[config.mk]
export PLATFORM = sky130hd
export DESIGN_NAME = fifo_axis_rd_adapter
export DESIGN_NICKNAME = d
export VERILOG_FILES = /design/src/rtl/fifo_axis_rd_adapter.sv
export SDC_FILE = /design/constraint.sdc
export NUM_CORES = 1
export LEC_CHECK = 0
export ABC_AREA = 1
export CAP_MARGIN = 20
export CORE_MARGIN = 8
export CORE_UTILIZATION = 35
export CTS_CLUSTER_SIZE = 8
export DETAILED_ROUTE_END_ITERATION = 8
export GPL_TIMING_DRIVEN = 1
export PLACE_DENSITY = 0.69
export SYNTH_ARGS = -nofsm -noshare
export SYNTH_HDL_FRONTEND = slang
export SYNTH_SLANG_ARGS = --single-unit
export TNS_END_PERCENT = 5
[constraint.sdc]
create_clock -name clk -period 2.2 [get_ports clk]
set_input_delay 0.44 -clock clk [delete_from_list [all_inputs] [get_ports clk]]
set_output_delay 0.44 -clock clk [all_outputs]
set_load 0.01 [all_outputs]
[src/rtl/fifo_axis_rd_adapter.sv]
// fifo_axis_rd_adapter
//
// Read-side drain engine for the RX packet FIFO. It pops words from a
// non-FWFT FIFO, where read data is valid one cycle after the read enable,
// and presents them as an AXI-Stream master to the downstream UDP/IP parser.
// A 2-entry output buffer lets the stream sustain one beat per cycle while
// still absorbing backpressure. Everything runs in the FIFO read clock domain.
//
// Parameters:
//   DATA_WIDTH : payload width. The FIFO word is DATA_WIDTH+1 bits wide and
//                its MSB is tlast.
//   CNT_WIDTH  : width of the completed-packet counter.
//
// Ports:
//   clk           in   read-domain clock
//   reset         in   asynchronous, active-high reset
//   fifo_rd_en    out  FIFO pop (combinational)
//   fifo_rd_data  in   FIFO word, valid the cycle after fifo_rd_en
//   fifo_empty    in   FIFO empty flag
//   m_axis_tdata  out  stream data
//   m_axis_tlast  out  end of packet
//   m_axis_tvalid out  stream valid
//   m_axis_tready in   downstream ready
//   pkt_count     out  completed packets (modulo 2^CNT_WIDTH)
//
// Build option:
//   ADAPTER_PKT_CNT_EN : when defined, pkt_count counts popped beats that
//                        carry tlast. When undefined, pkt_count is tied to 0.
//                        The port exists in both builds.
module fifo_axis_rd_adapter #(
  parameter int DATA_WIDTH = 8,
  parameter int CNT_WIDTH  = 16
) (
  input  logic                  clk,
  input  logic                  reset,
  output logic                  fifo_rd_en,
  input  logic [DATA_WIDTH:0]   fifo_rd_data,
  input  logic                  fifo_empty,
  output logic [DATA_WIDTH-1:0] m_axis_tdata,
  output logic                  m_axis_tlast,
  output logic                  m_axis_tvalid,
  input  logic                  m_axis_tready,
  output logic [CNT_WIDTH-1:0]  pkt_count
);

  logic [1:0]          cnt;
  logic                inflight;
  logic                head;
  logic                tail;
  logic [DATA_WIDTH:0] entry [2];
  logic                pop;
  logic [2:0]          pending;

  assign m_axis_tvalid = (cnt != 2'd0);
  assign pop           = m_axis_tvalid & m_axis_tready;
  assign m_axis_tdata  = entry[head][DATA_WIDTH-1:0];
  assign m_axis_tlast  = entry[head][DATA_WIDTH];

  // Words that will occupy the buffer after this edge, counting the word
  // still in flight from the FIFO. A new read is issued only if its data is
  // guaranteed a free slot when it arrives. Subtracting pop here keeps the
  // pipeline full at one beat per cycle. cnt is never 0 while pop is high,
  // so the subtraction cannot underflow.
  assign pending    = {1'b0, cnt} + {2'b00, inflight} - {2'b00, pop};
  assign fifo_rd_en = !fifo_empty && !reset && (pending < 3'd2);

  // The FIFO presents the word one cycle after the read, so inflight marks
  // exactly the cycles in which fifo_rd_data must be captured. The capture
  // happens even if the FIFO has gone empty since the read was issued.
  always_ff @(posedge clk or posedge reset) begin
    if (reset) begin
      cnt      <= 2'd0;
      inflight <= 1'b0;
      head     <= 1'b0;
      tail     <= 1'b0;
      entry[0] <= '0;
      entry[1] <= '0;
    end else begin
      inflight <= fifo_rd_en;
      if (inflight) begin
        entry[tail] <= fifo_rd_data;
        tail        <= ~tail;
      end
      if (pop) begin
        head <= ~head;
      end
      case ({inflight, pop})
        2'b10:   cnt <= cnt + 2'd1;
        2'b01:   cnt <= cnt - 2'd1;
        default: cnt <= cnt;
      endcase
    end
  end

`ifdef ADAPTER_PKT_CNT_EN
  logic [CNT_WIDTH-1:0] pkt_count_q;

  // Counts completed packets as the beat carrying tlast leaves the adapter.
  // The counter wraps naturally at its width.
  always_ff @(posedge clk or posedge reset) begin
    if (reset) begin
      pkt_count_q <= '0;
    end else if (pop && m_axis_tlast) begin
      pkt_count_q <= pkt_count_q + CNT_WIDTH'(1);
    end
  end

  assign pkt_count = pkt_count_q;
`else
  assign pkt_count = '0;
`endif

endmodule
Word-level counts from Yosys, hierarchy flattened:

Cells that the tools add are included.

* register bits: 23
* bits of input ports: 13
* output and inout bits: 27
* logic and storage cells: 35

* $add $sub $neg: 4
* magnitude comparators: 4
* equal/unequal tests: 2
* multiplexer cells: 7
* bitwise gates (word level): 5
* reduce and logical (&&, ||, !) cells: 7

Operators by type and width (number)
* 2-to-1 mux 9 bit: 4
* bitwise mux 18 bit: 1
* demux 9 bit (select 1 bit): 1
* greater-or-equal comparator 2 bit (second input constant): 2
* NOT 1 -> 2 bit: 2
* case mux 2 bit (2 select lines): 1
* nonzero test 2 bit: 2
* adder 2 x 1 -> 3 bit: 1
* logical AND 1 bit: 3
* less-than comparator 3 x 2 -> 1 bit (second input constant): 1
* subtractor 3 x 1 -> 3 bit: 1
* adder 2 x 1 -> 2 bit (second input constant): 1
* == test 2 x 1 -> 1 bit (second input constant): 1
* == test 2 bit (second input constant): 1
* zero test 1 bit: 2
* less-than comparator 2 x 1 -> 1 bit (second input constant): 1
* NOT 1 bit: 2
* subtractor 2 x 1 -> 2 bit (second input constant): 1
* AND 1 bit: 1

Depth between registers and ports, before layout:

* depth in word-level cells: 6
* mapped depth: 10

Worst setup path after synthesis:

No wires, ideal clock.

* kind: reg-to-output
* start: reg cnt[1]
* end: out fifo_rd_en
* arrival time: 1894 ps
* data required time: 1760 ps
* slack: -134 ps
* cell stages (with the launch flop): 11
* cell sequence: dfrtp_1 inv_1 nand2_1 nand2_1 inv_1 ha_1 inv_1 nand2_1 fa_1 nand2_1 nor2_1

* cells in the longest elaborated chain, start to end: 5
* elaborated cells between the ends (all ways): 6
* classes of those cells: add/sub (2); order compare (1); bitwise (1); reduce/logical (2)

RTL lines
* start: declaration: RTL line 46 `logic [1:0] cnt;`
* start signal: assignment: RTL line 88 `2'b10: cnt <= cnt + 2'd1;`
* start signal: assignment: RTL line 89 `2'b01: cnt <= cnt - 2'd1;`
* start signal: assignment: RTL line 90 `default: cnt <= cnt;`
* nonzero test 2 bit: RTL line 54 `assign m_axis_tvalid = (cnt != 2'd0);`
* net m_axis_tvalid: RTL line 41 `output logic m_axis_tvalid,`
* AND 1 bit: RTL line 55 `assign pop = m_axis_tvalid & m_axis_tready;`
* net pop: RTL line 51 `logic pop;`
* subtractor 3 x 1 -> 3 bit: RTL line 64 `assign pending = {1'b0, cnt} + {2'b00, inflight} - {2'b00, pop};`
* less-than comparator 3 x 2 -> 1 bit: RTL line 65 `assign fifo_rd_en = !fifo_empty && !reset && (pending < 3'd2);`
* logical AND 1 bit: RTL line 65
* end: declaration: RTL line 36 `output logic fifo_rd_en,`

The timed path passes the listed nets, and every way through them passes these cells.

Final worst setup path:

* start: reg cnt[1]
* end: reg head

* cells in the longest elaborated chain, start to end: 2

RTL lines
* nonzero test 2 bit: RTL line 54
* AND 1 bit: RTL line 55
* end signal: assignment: RTL line 85 `head <= ~head;`
* end: declaration: RTL line 48 `logic head;`

No other way between the ends.
A chain may end at the register's enable or synchronous reset.

==> flow_metrics.tcl <==
set metrics [dict create \
    outcome "finished, violations left" \
    failed_checks "negative setup slack" \
    drc_errors 0 \
    timing.hold.worst.class "in -> async" \
    highest_ir_drop_seen_on_vdd_v 0.000570 \
    die-height_um 75.2 \
    drt_wl_total_mm 2.70 \
    maximum_number_of_pins_on_one_net_before_global_route_repair 24 \
    r2r-end "head" \
    grt_setup_unrepaired "true" \
    reg2regPathDepth 20 \
    antenna_cells_inserted 0 \
    max_fanout_on_critical_path 2 \
    clock_root_buffer_master "sky130_fd_sc_hd__clkbuf_4" \
    layout_worst_path_cycle_share_pct 117 \
    finalHoldWorstSlack_ns 0.484 \
    hold_viol 0 \
    clkTransAtPathRegs_ns 0.13 \
    mappedNetlistArea_um2 1230 \
    drt_pass1_iterations 4 \
    pin_count 40 \
    overflow_left_after_global_routing 0 \
    placed_cells_incl_taps 224 \
    area_delta_synth_final_pct 37.6 \
    antenna_found_initial 0 \
    groute.usage.overall_pct 10.3 \
    dieWidth_um 75.2 \
    gp_routability_congestion 0.714 \
    htree_num_levels 1 \
    coreArea_um2 3360 \
    grt_pass1_vias 1017 \
    viasPerCell 4.02 \
    postSynthCellCount 148 \
    worst-r2r-setup-slack_ns -0.37 \
    worst_slew_pin_slew_ns 0.534 \
    worst_setup_path_end_kind "register" \
    detailedPlacementHpwl_mm 1.81 \
    worstSkewPairLatency_ns 0.31 \
    cts_buffer_depth 2 \
    clock_tree_from_tritoncts "done" \
    std_cell_rows 21 \
    placedInstanceArea_um2 1530 \
    yosys_register_bits 23 \
    r2r_start "cnt[1]" \
    power.total_mw 2.39 \
    slew-limit-headroom_pct 64.3 \
    num-nets-final 215 \
    hold_buffer_count_at_cts 0 \
    io_buffer_count 23 \
    final-max-slew-violation-count 0 \
    layout.cells.non_filler 244 \
    cts-buffers-inserted 3 \
    final_critical_path_setup_slack_ns -0.373 \
    yosysUniqueCellTypes 19 \
    critPathRequiredTime_ns 2.41 \
    finalClockSkew_ns 0.00472 \
    drt_iter0_drc 38 \
    synth.yosys.seq_area_share_pct 46.9 \
    cts_sinks 23 \
    drive_above_1_share_pct 28.8 \
    dpl_worst_slack_ns -0.873 \
    start_kind "register" \
    avgRoutedWirePerCell_um 11.1 \
    routed-via-count 982 \
    cap_violations 0 \
    worstSetupPathType "reg -> reg" \
    die_area_um2 5660 \
    initial_utilization_pct 36.5 \
    static_leakage_nw 0.888 \
    setup-violations-final 2 \
    final_cell_area_um2 1690 \
    worst-endpoint-arrival_ns 2.78 \
    mean_post_synth_cell_area_um2 8.29 \
    post-route-min-period_ns 2.57 \
    final_core_area_utilization_pct 50.2 \
    ant_nets 0 \
    fmax_mhz 389 \
    ys_warn_count 0 \
    power.density_nw_per_um2 1410 \
    grt_first_pass_wirelength_mm 4.40 \
    final.setup.tns_ns -0.727 \
]
[state kept, by name, indices dropped and copies added (netlist names)]
signal    flops
head          1
cnt           2
tail          1
entry        18
inflight      1
[cells by family after synthesis]
family / synth area share [%]
adder cells (fa/ha/maj): 3.67
AO/OA/AOI/OAI: 10.1
other: 0.306
XOR/XNOR: 1.43
buffers and inverters: 17.4
AND/OR/NAND/NOR: 20.2
flip-flops: 46.9
[layout make-up]
cell class              instances  area (um2)
flip-flops and latches         23         576
inverters                      17        67.6
fillers                       346        1670
clock inverters                 1        5.00
repair buffers                 51         434
multi-input cells             103         527
clock buffers                   3        22.5
well taps                      46        57.6
[per-layer routing]
layer  share of wire [%]  up-vias  routed length, um  global-route usage [%]
met3                 6.4        2                174                    1.33
met2                  52       23               1400                    19.6
met5                   0        -                  0                       0
met4                 1.5        0                 41                    6.18
met1                  40      441               1080                    10.3
li1                    -      516                  -                       -
[power breakdown]
group,internal (mW),switching (mW),total [mW]
Sequential,0.638,0.115,0.754
Combinational,0.764,0.675,1.44
Clock,0.0678,0.126,0.194
Total,1.47,0.916,2.39
[worst max-delay path by stage]
stage	cells after the start	end	from
after CTS	11	fifo_rd_en	cnt[1]
after floorplan	10	fifo_rd_en	cnt[1]
final	20	head	cnt[1]
after global placement	10	fifo_rd_en	m_axis_tready
after detailed placement	10	fifo_rd_en	m_axis_tready
after global routing	11	fifo_rd_en	cnt[1]
[timing repair]
action | CTS | global route
resized for setup | 11 | 3
pin swaps | 2 | 2
endpoints found under the hold margin | 0 | 0
setup endpoints to repair | 1 | 8
setup buffers | 16 | 0
[cells in the mapped netlist, drive strengths merged]
cell    count  area share, %
nand2      58             18
o21ai      18             10
buf        18             12
clkbuf      2           0.61
nand3       2           0.82
or2         1           0.51
dfrtp      23             47
conb        1           0.31
clkinv      1           0.31
nand4       1           0.51
inv        16            4.9
xor2        1           0.71
xnor2       1           0.71
fa          1            1.6
ha          2            2.0
nor2        2           0.61
[worst max-delay path, cell delays in order (launching register included)]
cell                      delay [ns]
sky130_fd_sc_hd__dfrtp_1        0.39
sky130_fd_sc_hd__inv_2          0.05
sky130_fd_sc_hd__nand2_2        0.08
sky130_fd_sc_hd__nand2_2        0.06
sky130_fd_sc_hd__buf_4          0.13
sky130_fd_sc_hd__buf_4          0.12
sky130_fd_sc_hd__buf_4          0.12
sky130_fd_sc_hd__buf_4          0.12
sky130_fd_sc_hd__buf_4          0.12
sky130_fd_sc_hd__buf_4          0.12
sky130_fd_sc_hd__buf_4          0.12
sky130_fd_sc_hd__buf_4          0.12
sky130_fd_sc_hd__buf_4          0.12
sky130_fd_sc_hd__buf_4          0.12
sky130_fd_sc_hd__buf_4          0.12
sky130_fd_sc_hd__buf_4          0.12
sky130_fd_sc_hd__buf_4          0.12
sky130_fd_sc_hd__buf_4          0.12
sky130_fd_sc_hd__buf_4          0.13
sky130_fd_sc_hd__nand2_2        0.05
sky130_fd_sc_hd__nand2_1        0.04
[layout by cell type, fill, tap and decap left out, drive strengths merged, types with 2 or more instances in the layout]
master | netlist | routed
nand2 | 58 | 58
buf | 18 | 29
dfrtp | 23 | 23
clkdlybuf4s50 | 0 | 21
o21ai | 18 | 18
conb | 1 | 16
inv | 16 | 16
clkbuf | 2 | 3
nand3 | 2 | 2
nor2 | 2 | 2
ha | 2 | 2
(Power assumes the default switching activity.)
